File: config.mk
export PLATFORM = sky130hd
export DESIGN_NAME = moore_pattern_tx_flat
export DESIGN_NICKNAME = d
export VERILOG_FILES = /design/src/rtl/moore_pattern_tx_if.sv /design/src/rtl/moore_pattern_tx.sv /design/src/flat_wrapper.sv
export SDC_FILE = /design/constraint.sdc
export NUM_CORES = 1
export LEC_CHECK = 0
export BUFFER_PORTS_ARGS = -buffer_cell sky130_fd_sc_hd__buf_2
export CAP_MARGIN = 20
export CORE_ASPECT_RATIO = 0.7
export CORE_MARGIN = 4
export CORE_UTILIZATION = 45
export CTS_BUF_LIST = sky130_fd_sc_hd__clkbuf_8
export DETAILED_ROUTE_END_ITERATION = 6
export GPL_ROUTABILITY_DRIVEN = 0
export GPL_TIMING_DRIVEN = 0
export MAX_ROUTING_LAYER = met4
export PLACE_DENSITY = 0.76
export SETUP_SLACK_MARGIN = 0.2
export SYNTH_ARGS = -nofsm -noshare
export SYNTH_HDL_FRONTEND = slang
export SYNTH_SLANG_ARGS = --single-unit
File: constraint.sdc
create_clock -name clk -period 4.4 [get_ports clk]
set_input_delay 0.88 -clock clk [delete_from_list [all_inputs] [get_ports clk]]
set_output_delay 0.88 -clock clk [all_outputs]
set_load 0.02 [all_outputs]
File: src/rtl/moore_pattern_tx_if.sv
// moore_pattern_tx_if: request fields and serial outputs of the pattern transmitter.
interface moore_pattern_tx_if #(parameter int W = 3, parameter int CNT_W = 4);
  logic             start;
  logic [W-1:0]     pattern;
  logic [CNT_W-1:0] repeats;
  logic [CNT_W-1:0] gap_len;
  logic             ser_out;
  logic             ser_valid;
  logic             busy;
  logic             done;
  modport master (output start, pattern, repeats, gap_len, input ser_out, ser_valid, busy, done);
  modport slave  (input start, pattern, repeats, gap_len, output ser_out, ser_valid, busy, done);
endinterface

File: src/rtl/moore_pattern_tx.sv
// moore_pattern_tx: repeats a W-bit pattern MSB first with optional idle gaps; Moore outputs.
module moore_pattern_tx #(
  parameter int W     = 3,
  parameter int CNT_W = 4
) (
  input logic               clk,
  input logic               rst,
  moore_pattern_tx_if.slave bus
);
  localparam int IW = (W > 2) ? $clog2(W) : 1;
  localparam logic [1:0] IDLE = 2'd0, SHIFT = 2'd1, GAP = 2'd2, DONE = 2'd3;
  logic [1:0]       state, state_n;
  logic [W-1:0]     pat, pat_n;
  logic [IW-1:0]    idx, idx_n;
  logic [CNT_W-1:0] rep, rep_n, gap, gap_n, gcnt, gcnt_n;
  always_comb begin
    state_n = state;
    pat_n   = pat;
    idx_n   = idx;
    rep_n   = rep;
    gap_n   = gap;
    gcnt_n  = gcnt;
    case (state)
      IDLE: if (bus.start) begin
        pat_n   = bus.pattern;
        rep_n   = bus.repeats;
        gap_n   = bus.gap_len;
        idx_n   = IW'(W - 1);
        state_n = (bus.repeats == '0) ? DONE : SHIFT;
      end
      SHIFT: if (idx == '0) begin
        rep_n   = rep - CNT_W'(1);
        idx_n   = IW'(W - 1);
        gcnt_n  = gap;
        state_n = (rep == CNT_W'(1)) ? DONE : (gap == '0) ? SHIFT : GAP;
      end else begin
        idx_n = idx - IW'(1);
      end
      GAP: begin
        gcnt_n  = gcnt - CNT_W'(1);
        state_n = (gcnt == CNT_W'(1)) ? SHIFT : GAP;
      end
      default: state_n = IDLE;
    endcase
  end
  // Outputs are registered from the next state so the first bit lands one cycle after start.
  always_ff @(posedge clk or posedge rst) begin
    if (rst) begin
      state         <= IDLE;
      pat           <= '0;
      idx           <= '0;
      rep           <= '0;
      gap           <= '0;
      gcnt          <= '0;
      bus.ser_out   <= 1'b0;
      bus.ser_valid <= 1'b0;
      bus.busy      <= 1'b0;
      bus.done      <= 1'b0;
    end else begin
      state         <= state_n;
      pat           <= pat_n;
      idx           <= idx_n;
      rep           <= rep_n;
      gap           <= gap_n;
      gcnt          <= gcnt_n;
      bus.ser_out   <= (state_n == SHIFT) && pat_n[idx_n];
      bus.ser_valid <= state_n == SHIFT;
      bus.busy      <= (state_n == SHIFT) || (state_n == GAP);
      bus.done      <= state_n == DONE;
    end
  end
endmodule

File: src/flat_wrapper.sv
// flat-port wrapper written by rule: the top's interface ports become plain ports
module moore_pattern_tx_flat 
#(
  parameter int W     = 3,
  parameter int CNT_W = 4
)
  (clk, rst, bus_start, bus_pattern, bus_repeats, bus_gap_len, bus_ser_out, bus_ser_valid, bus_busy, bus_done);
  moore_pattern_tx_if #(.W(W), .CNT_W(CNT_W)) bus_i ();
  input logic clk;
  input logic rst;
  input wire logic [$bits(bus_i.start)-1:0] bus_start;
  input wire logic [$bits(bus_i.pattern)-1:0] bus_pattern;
  input wire logic [$bits(bus_i.repeats)-1:0] bus_repeats;
  input wire logic [$bits(bus_i.gap_len)-1:0] bus_gap_len;
  output wire logic [$bits(bus_i.ser_out)-1:0] bus_ser_out;
  output wire logic [$bits(bus_i.ser_valid)-1:0] bus_ser_valid;
  output wire logic [$bits(bus_i.busy)-1:0] bus_busy;
  output wire logic [$bits(bus_i.done)-1:0] bus_done;
  assign bus_i.start = bus_start;
  assign bus_i.pattern = bus_pattern;
  assign bus_i.repeats = bus_repeats;
  assign bus_i.gap_len = bus_gap_len;
  assign bus_ser_out = bus_i.ser_out;
  assign bus_ser_valid = bus_i.ser_valid;
  assign bus_busy = bus_i.busy;
  assign bus_done = bus_i.done;
  moore_pattern_tx #(.W(W), .CNT_W(CNT_W)) u_core (.clk(clk), .rst(rst), .bus(bus_i));
endmodule
==> metrics.txt <==
most frequent CP cell ha_1; Final ANT Viol Nets 0; I/O pins 18; Die Height 52.7 microns; PostCTS Resize Cnt 0; Routed WL per cell 14.0 microns; Sink Count 23; Main synth FF type dfrtp_1; hold_buf cts 0; setup tns final 0 ns; fraction of layout instances using a drive strength above 1 22.4%; status completed; Seq/Total Area, Yosys 44.8%; final net count 170; Max VDD drop 0.000320 V; CTS root buffer clkbuf_8; Max Freq 0.447 GHz; RSZ-0062 raised after global routing no; critical path type reg2reg; synthesis-stage register bit count 23; pwr/cell area 739 nW/um^2; Static Leak 0.690 nW; Synth Net Count 148; Hold Fails Final Rpt 0; largest net degree at the start of global routing 24; Tmin final 2.24 ns; cells after synthesis 122; YS warnings 0; Crit. End Element flop; Hold Path Class reg2reg; MaxCap Viol Count 0; 1st-iter DRT viols 44; critical path data arrival time 2.45 ns; initial antenna violation count 0; commonest non-fill, non-tap cell in the layout dfrtp_1; Die W 71.9 microns; DRC viols 0; # diodes 0; placed insts 173; Area contributors post-synth dfrtp_1, ha_1, mux2_2; highest-count cells in the layout ignoring fill and taps dfrtp_1, buf_2, inv_1; hold depth 1; TritonCTS clock tree done; pre-CTS setup slack 1.97 ns; Worst-Margin Slew 0.888 ns; library cells used by synthesis 36; top-area cell type share of the netlist area 44.8%; crit start category flop; slowest CP cell dfrtp_1; Initial Util 49.6%; first-pass GRT wire length 4.25 mm; worst-skew pair later-pin latency 0.27 ns; Synth-to-Final Area Change 13.7%; max-slew violations 0; PortBufs 17; clk slew on worst S/H paths 0.09 ns; Final Cycle Share 50.9%; vias per cell 5.34; Inserted Clock Buffers 3; Synth Cell Area 1280 sq um; routed vias 945; EDFF count, synth 0; # setup viols final 0; grt ovf 0; die area 3790 sq um; R2R depth 8; Core Area 2590 sq um; drt first pass iters 4; final worst slack 2.16 ns; GRT Total Usage 14.9%; worst-case clock skew 0.00553 ns; htree depth 1; Max stage delay on crit path 0.43 ns; Std-Cell Rows 15; final cell count without fillers 177; Max clock buf depth 2; Post-DP HPWL 1.89 mm; post-CTS setup buffer count 0; sequence of cells on the critical path inv_1 -> ha_1 -> buf_2 -> clkbuf_1 -> o221ai_1 -> a31oi_1 -> ha_1 -> o31a_1; vias in the first global route 951; drt total wl 2.48 mm; Async S/R FF share, synth 100%; CP Data Required Time 4.61 ns; CP max FO 10; top cell type by total area after synthesis dfrtp_1; slew margin rel. 40.7%; Avg Inst Size Synth 10.5 sq um
==> metal layers <==
| layer | track usage (%) | part of all wire, % |
|---|---|---|
| met1 | 17.9 | 48 |
| met2 | 25.8 | 49 |
| met3 | 3.45 | 2.8 |
| met4 | 3.75 | 0.56 |
| met5 | - | 0 |
==> cell type report <==
cell class / count / area [sq um]
fillers: 230 / 1130
multi-input cells: 81 / 641
flip-flops and latches: 23 / 576
repair buffers: 17 / 85.1
inverters: 14 / 52.6
well taps: 34 / 42.5
clock buffers: 3 / 41.3
plain buffers: 4 / 16.3
clock inverters: 1 / 7.51
==> per-stage QoR <==
step	instance area, sq um	utilization, %	hold WS (ns)	total power [mW]
floorplan	1280	-	0.463	0.813
global placement	1410	54.5	0.477	0.919
detailed placement	1410	54.5	0.480	0.946
CTS	1460	56.4	0.501	1.09
global route	1460	56.4	0.519	1.19
finish	1460	56.4	0.501	1.08
==> flip-flops by register name, indices dropped and copies added, names as in the netlist <==
| name | cells |
|---|---|
| u_core.pat | 3 |
| u_core.bus.ser_out | 1 |
| u_core.state | 2 |
| u_core.gap | 4 |
| u_core.idx | 2 |
| u_core.bus.busy | 1 |
| u_core.gcnt | 4 |
| u_core.rep | 4 |
| u_core.bus.ser_valid | 1 |
| u_core.bus.done | 1 |
==> where the power goes <==
| part | internal, mW | switching (mW) |
|---|---|---|
| combinational | 0.248 | 0.305 |
| sequential | 0.317 | 0.0751 |
| clock | 0.0641 | 0.0715 |
==> critical path, delay by kind of cell, from the launching register on <==
kind | cells | cell delay, ns
compound gates | 3 | 0.69
buf+inv | 3 | 0.64
flops | 1 | 0.43
fa+ha+maj | 2 | 0.42
==> kinds of logic after synthesis <==
logic type / after synthesis / share of synthesized area (%)
fa+ha+maj: 12 / 11.7
compound gates: 30 / 15.5
simple gates: 29 / 13.6
buf+inv: 18 / 5.35
flops: 23 / 44.8
mux: 10 / 9.06
==> cells in the mapped netlist (2+ instances only) <==
cell type,number
mux2_4,2
mux2i_1,3
nand2_1,7
o211ai_1,2
nand3b_1,2
mux2_2,5
a21oi_1,5
and3b_1,2
o22a_1,3
ha_1,12
o22ai_1,3
nor2_1,2
inv_1,14
o221ai_1,2
nand3_1,3
o21ai_0,7
a31oi_1,3
nand2b_1,3
clkbuf_1,3
dfrtp_1,23
==> final timing paths <==
kind                                           start                        endpoint  slack, ns
max reg2reg                u_core.state[1]$_DFF_PP0_    u_core.bus.ser_out$_DFF_PP0_       2.16
min reg2reg                  u_core.pat[1]$_DFF_PP0_         u_core.pat[1]$_DFF_PP0_       0.50
min in group asynchronous                        rst  u_core.bus.ser_valid$_DFF_PP0_       0.79
max                        u_core.state[1]$_DFF_PP0_    u_core.bus.ser_out$_DFF_PP0_       2.16
min                          u_core.pat[1]$_DFF_PP0_         u_core.pat[1]$_DFF_PP0_       0.50
max in group asynchronous                        rst      u_core.gcnt[3]$_DFFE_PP0P_       3.07
(Power assumes the default switching activity.)
